==> src/rtl/sprite_scanline_renderer.sv <==
// Single-sprite scanline renderer: fetches one ROM row during horizontal blank
// for the next line, then shifts it out as a registered 1-bit pixel stream.
module sprite_scanline_renderer #(
  parameter int H_DISPLAY = 256,
  parameter int V_DISPLAY = 256,
  parameter int V_TOTAL   = 278,
  parameter int WIDTH     = 8,
  parameter int ROW_BITS  = 4,
  parameter int FETCH_H   = H_DISPLAY + WIDTH
) (
  input  logic                clk,
  input  logic                reset,
  input  logic [8:0]          hpos,
  input  logic [8:0]          vpos,
  input  logic                sprite_en,
  input  logic [8:0]          sprite_x,
  input  logic [8:0]          sprite_y,
  input  logic                sprite_hflip,
  output logic [ROW_BITS-1:0] rom_addr,
  input  logic [WIDTH-1:0]    rom_data,
  output logic                gfx,
  output logic                active
);

  localparam int CW = $clog2(WIDTH + 1);
  localparam logic [8:0]    H_DISP9   = 9'(H_DISPLAY);
  localparam logic [8:0]    H_LAST9   = 9'(H_DISPLAY - 1);
  localparam logic [8:0]    V_DISP9   = 9'(V_DISPLAY);
  localparam logic [8:0]    V_LAST9   = 9'(V_TOTAL - 1);
  localparam logic [8:0]    FETCH9    = 9'(FETCH_H);
  localparam logic [8:0]    HEIGHT9   = 9'(2 ** ROW_BITS);
  localparam logic [CW-1:0] CNT_DONE  = CW'(WIDTH);

  typedef enum logic [2:0] {IDLE, FETCH, LOAD, WAIT_X, DRAW} state_t;

  state_t              state_q, state_d;
  logic [ROW_BITS-1:0] romAddr_q, romAddr_d;
  logic [8:0]          target_q, target_d;
  logic                en_q, en_d;
  logic [8:0]          x_q, x_d;
  logic [8:0]          y_q, y_d;
  logic                flip_q, flip_d;
  logic [WIDTH-1:0]    shreg_q, shreg_d;
  logic [CW-1:0]       cnt_q, cnt_d;
  logic                gfx_q, gfx_d;

  logic [8:0]          nextLine;
  logic [8:0]          row;
  logic                hit;
  logic [WIDTH-1:0]    romRev;

  // Row lookahead for the line after the current one; row wraps modulo 512.
  always_comb begin
    nextLine = (vpos == V_LAST9) ? 9'd0 : vpos + 9'd1;
    row      = nextLine - y_q;
    hit      = en_q && (row < HEIGHT9) && (nextLine < V_DISP9);
    romRev   = '0;
    for (int i = 0; i < WIDTH; i++) romRev[i] = rom_data[WIDTH-1-i];
  end

  always_comb begin
    state_d   = state_q;
    romAddr_d = romAddr_q;
    target_d  = target_q;
    shreg_d   = shreg_q;
    cnt_d     = cnt_q;
    gfx_d     = 1'b0;
    en_d      = en_q;
    x_d       = x_q;
    y_d       = y_q;
    flip_d    = flip_q;

    if (hpos == 9'd0 && vpos == V_DISP9) begin
      en_d   = sprite_en;
      x_d    = sprite_x;
      y_d    = sprite_y;
      flip_d = sprite_hflip;
    end

    case (state_q)
      IDLE: begin
        if (hpos == FETCH9 && hit) begin
          romAddr_d = row[ROW_BITS-1:0];
          target_d  = nextLine;
          state_d   = FETCH;
        end
      end
      FETCH: state_d = LOAD;
      LOAD: begin
        shreg_d = flip_q ? romRev : rom_data;
        state_d = WAIT_X;
      end
      WAIT_X: begin
        if (vpos == target_q) begin
          if (hpos == x_q && x_q < H_DISP9) begin
            gfx_d   = shreg_q[WIDTH-1];
            shreg_d = shreg_q << 1;
            cnt_d   = CW'(1);
            state_d = DRAW;
          end else if (hpos == H_LAST9) begin
            state_d = IDLE;
          end
        end
      end
      DRAW: begin
        // Columns past the visible area are shifted out but blanked.
        if (cnt_q == CNT_DONE) begin
          state_d = IDLE;
        end else begin
          gfx_d   = shreg_q[WIDTH-1] && (hpos < H_DISP9);
          shreg_d = shreg_q << 1;
          cnt_d   = cnt_q + CW'(1);
        end
      end
      default: state_d = IDLE;
    endcase
  end

  always_ff @(posedge clk) begin
    if (reset) begin
      state_q   <= IDLE;
      romAddr_q <= '0;
      target_q  <= '0;
      en_q      <= 1'b0;
      x_q       <= '0;
      y_q       <= '0;
      flip_q    <= 1'b0;
      shreg_q   <= '0;
      cnt_q     <= '0;
      gfx_q     <= 1'b0;
    end else begin
      state_q   <= state_d;
      romAddr_q <= romAddr_d;
      target_q  <= target_d;
      en_q      <= en_d;
      x_q       <= x_d;
      y_q       <= y_d;
      flip_q    <= flip_d;
      shreg_q   <= shreg_d;
      cnt_q     <= cnt_d;
      gfx_q     <= gfx_d;
    end
  end

  assign rom_addr = romAddr_q;
  assign gfx      = gfx_q;
  assign active   = (state_q != IDLE);

endmodule

==> config.mk <==
export PLATFORM = sky130hd
export DESIGN_NAME = sprite_scanline_renderer
export DESIGN_NICKNAME = d
export VERILOG_FILES = /design/src/rtl/sprite_scanline_renderer.sv
export SDC_FILE = /design/constraint.sdc
export NUM_CORES = 1
export LEC_CHECK = 0
export CAP_MARGIN = 20
export CORE_MARGIN = 4
export CORE_UTILIZATION = 40
export CTS_CLUSTER_DIAMETER = 200
export DETAILED_ROUTE_END_ITERATION = 8
export PLACE_DENSITY = 0.64
export SLEW_MARGIN = 25
export SYNTH_ARGS = -nofsm -noshare
export SYNTH_HDL_FRONTEND = slang
export SYNTH_SLANG_ARGS = --single-unit
==> constraint.sdc <==
create_clock -name clk -period 6.47 [get_ports clk]
set_input_delay 1.294 -clock clk [delete_from_list [all_inputs] [get_ports clk]]
set_output_delay 1.294 -clock clk [all_outputs]
set_load 0.05 [all_outputs]
==> impl_metrics.json <==
{
  "status": "completed",
  "critPathLaunchType": "input port",
  "hold_class": "reg -> reg",
  "clock_path_buffers": 2,
  "syn_inst": 344,
  "ant_nets": 0,
  "synth_most_common_cell": "dfxtp_1",
  "p_seq_share_pct": 51.5,
  "final_util_pct": 50.8,
  "swShare_pct": 26.6,
  "drt_iter0_markers": 98,
  "hp-start": "target_q[7]$_SDFFE_PP0P_",
  "clkPwrFrac_pct": 31.1,
  "yosysTopAreaCellShare_pct": 32.5,
  "clockRootBuffer": "clkbuf_8",
  "clock_sinks": 49,
  "rows": 31,
  "core_area_um2": 7290,
  "ys_types": 49,
  "synth_seq_cells": 49,
  "ir_worst_vdd_uv": 103,
  "synthArstFlopShare_pct": 0,
  "postCtsHoldBufs": 0,
  "combPwrFrac_pct": 17.3,
  "synth_edf_count": 0,
  "syn_avg_cell_area_um2": 8.79,
  "die_area_um2": 9010,
  "cts_resized": 0,
  "crit_arrival_ns": 5.19,
  "p_sw_w": 0.000156,
  "diodes": 0,
  "required_ns": 6.66,
  "grt.total_usage_pct": 16.1,
  "critPathCaptureType": "flop",
  "start_util_pct": 41.5,
  "drive_gt1_share_pct": 6.91,
  "min_delay_path_depth": 2,
  "gr-total-overflow": 0,
  "reg2reg_depth": 8,
  "p_int_w": 0.000429,
  "placed_area_um2": 3620,
  "setup_viol": 0,
  "cp_slowest_cell": "or4_4",
  "cts_tree": "done",
  "path_cells": "clkdlybuf4s50_1 -> or4_4 -> nor3_4 -> nor2_1 -> ha_1 -> a21oi_1 -> a21oi_1 -> or4_1 -> a211oi_2 -> nand3_2 -> mux2_4",
  "fin_skew_ns": 0.00774,
  "ys_warn_count": 0,
  "setup_tns_ns": 0,
  "clk_pin_slew_ns": 0.08,
  "grt_pass1_wl_mm": 11.4,
  "cts_buffers": 5,
  "synth_nets": 406,
  "worstReg2RegEnd": "rom_addr[2]$_SDFFE_PP0P_",
  "yosysSeqAreaShare_pct": 32.5,
  "path_common_cell": "a21oi_1",
  "vias_per_cell": 5.09,
  "yosysTopAreaCell": "dfxtp_1",
  "num_vias": 2496,
  "path_delay_family": "simple AND/OR/NAND/NOR gates",
  "fin_crit_ns": 5.00,
  "io_pins": 54,
  "critPathKind": "in -> reg",
  "synthTopCellsByArea": "dfxtp_1, mux2i_1, nor2_1",
  "layout.nets": 452,
  "synthToLayoutAreaGrowth_pct": 22.6,
  "slowest_delay_ns": 0.61,
  "slew_violations": 0,
  "grt_pass1_vias": 2440,
  "maxSlewHeadroom_pct": 60.6,
  "tightest_slew_ns": 0.592,
  "path_buf_inv": 1,
  "final_area_um2": 3710,
  "place_congestion": 0.884,
  "critPathMaxFanout": 13,
  "yosys-top-cells-count": "dfxtp_1, nor2_1, mux2i_1, xnor2_1",
  "fp.dieH_um": 94.9,
  "postCtsSetupBuffers": 0,
  "power_density_nw_per_um2": 158,
  "dp_hpwl_mm": 5.35,
  "die-width_um": 94.9,
  "worst_hold_path.endpoint": "target_q[7]$_SDFFE_PP0P_",
  "htreeDepth": 2,
  "wl_per_cell_um": 14.2,
  "wl_mm": 6.94,
  "drc": 0,
  "synth_area_um2": 3020,
  "fmax_mhz": 200,
  "rsz0062_at_grt": "no",
  "r2r-start": "y_q[0]$_SDFFE_PP0P_",
  "firstDrtPassIters": 4,
  "clk_latency_ns": 0.30,
  "synth-main-ff-cell": "dfxtp_1",
  "grt_start_max_net_pins": 61,
  "p_leak_nw": 1.36,
  "fin_crit_sh_pct": 77.2,
  "numPortBuffers": 53,
  "rrSetupSlack_ns": 3.59,
  "maxCapViolations": 0,
  "hold_violations": 0,
  "antenna_found_initial": 0
}
## per-stage QoR
stage	total power [W]	instances	hold WS, ns	setup slack (ns)
finish	0.000585	490	0.496	1.47
global route	0.000614	490	0.533	1.21
CTS	0.000594	490	0.501	1.50
detailed placement	0.000409	482	0.482	1.19
global placement	0.000408	482	0.466	1.26
floorplan	0.000361	344	0.452	2.15
## worst min-delay path, delay by kind of cell, from the launching register on
family,cells,cell delay [ns]
flops,1,0.33
simple gates,1,0.07
mux,1,0.06
## flip-flops by register name, summed over array words and instances, names as in the netlist
name,flops
flip_q,1
x_q,9
gfx,1
y_q,9
en_q,1
rom_addr,4
target_q,9
shreg_q,8
cnt_q,4
state_q,3
## cells in the final DEF, fill, tap and decap left out, types with 2 or more instances in the layout
master           Yosys  final
dfxtp_1             49     49
nor4_1               6      6
a21oi_1              8      8
or3_1                5      5
ha_1                13     13
nand3_1              6      6
nor2b_1             13     13
nand4_1              9      9
nor3_1              10      9
mux2_2               3      3
nor2_1              45     45
o21ai_0             10     10
a211oi_2             2      2
o211ai_1             3      3
and3_1               4      4
o211a_1              2      2
clkbuf_8             0      5
nand2_1             16     16
xnor2_1             19     19
inv_1               16     16
mux2_4               6      6
xor2_1               8      8
o2111ai_1            2      2
a21o_1               5      5
or2_2                2      2
nand2b_1             8      8
mux2i_1             39     39
o21a_1               2      2
buf_4                0      2
clkdlybuf4s50_1      0     52
## how the worst max path moves through the flow
stage                     startpoint                        to  slack [ns]  depth (start not counted)
after global placement       vpos[3]  rom_addr[2]$_SDFFE_PP0P_        1.26                         12
after floorplan              vpos[3]  rom_addr[0]$_SDFFE_PP0P_        2.15                         12
after detailed placement     vpos[3]  rom_addr[1]$_SDFFE_PP0P_        1.19                         11
after CTS                    vpos[3]  rom_addr[2]$_SDFFE_PP0P_        1.50                         11
after global routing         vpos[3]  target_q[3]$_SDFFE_PP0P_        1.21                         12
final                        vpos[3]  rom_addr[2]$_SDFFE_PP0P_        1.47                         11
## layout make-up
cell class	count	area [µm²]
fill	733	3580
multi-input combinational	264	1920
timing repair buffer	54	536
sequential	49	981
tap	99	124
clock inverter	2	13.8
clock buffer	6	72.6
inverter	16	60.1
## per-layer routing
layer / wire length [µm] / global-route usage [%] / share of wire, % / up-vias
li1: - / - / - / 1294
met1: 3500 / 22.4 / 50 / 1138
met5: 0 / 0 / 0 / -
met4: 42 / 3.25 / 0.61 / 0
met3: 309 / 3.03 / 4.5 / 4
met2: 3090 / 26.1 / 45 / 60
## power by group through the flow
stage | clock network [W] | logic [W] | registers, W
global route | 0.000201 | 0.000111 | 0.000301
CTS | 0.000191 | 0.000101 | 0.000301
global placement | 0 | 0.0000995 | 0.000308
detailed placement | 0 | 0.000101 | 0.000308
finish | 0.000182 | 0.000101 | 0.000301
floorplan | 0 | 0.0000531 | 0.000308
## cells by family (layout without fill, tap and decap cells)
group                      Yosys count  count (layout)  share of synthesized area, %
buffers and inverters               31              78                          4.18
and+or+nand+nor                    132             132                          22.6
AOI/OAI and AO/OA                   43              43                          9.93
xor gates and xnor gates            27              27                          7.82
muxes                               48              48                          17.0
DFF                                 49              49                          32.5
adders and majority gates           14              14                          6.04
Note: power is estimated with default switching activity, not from simulation.
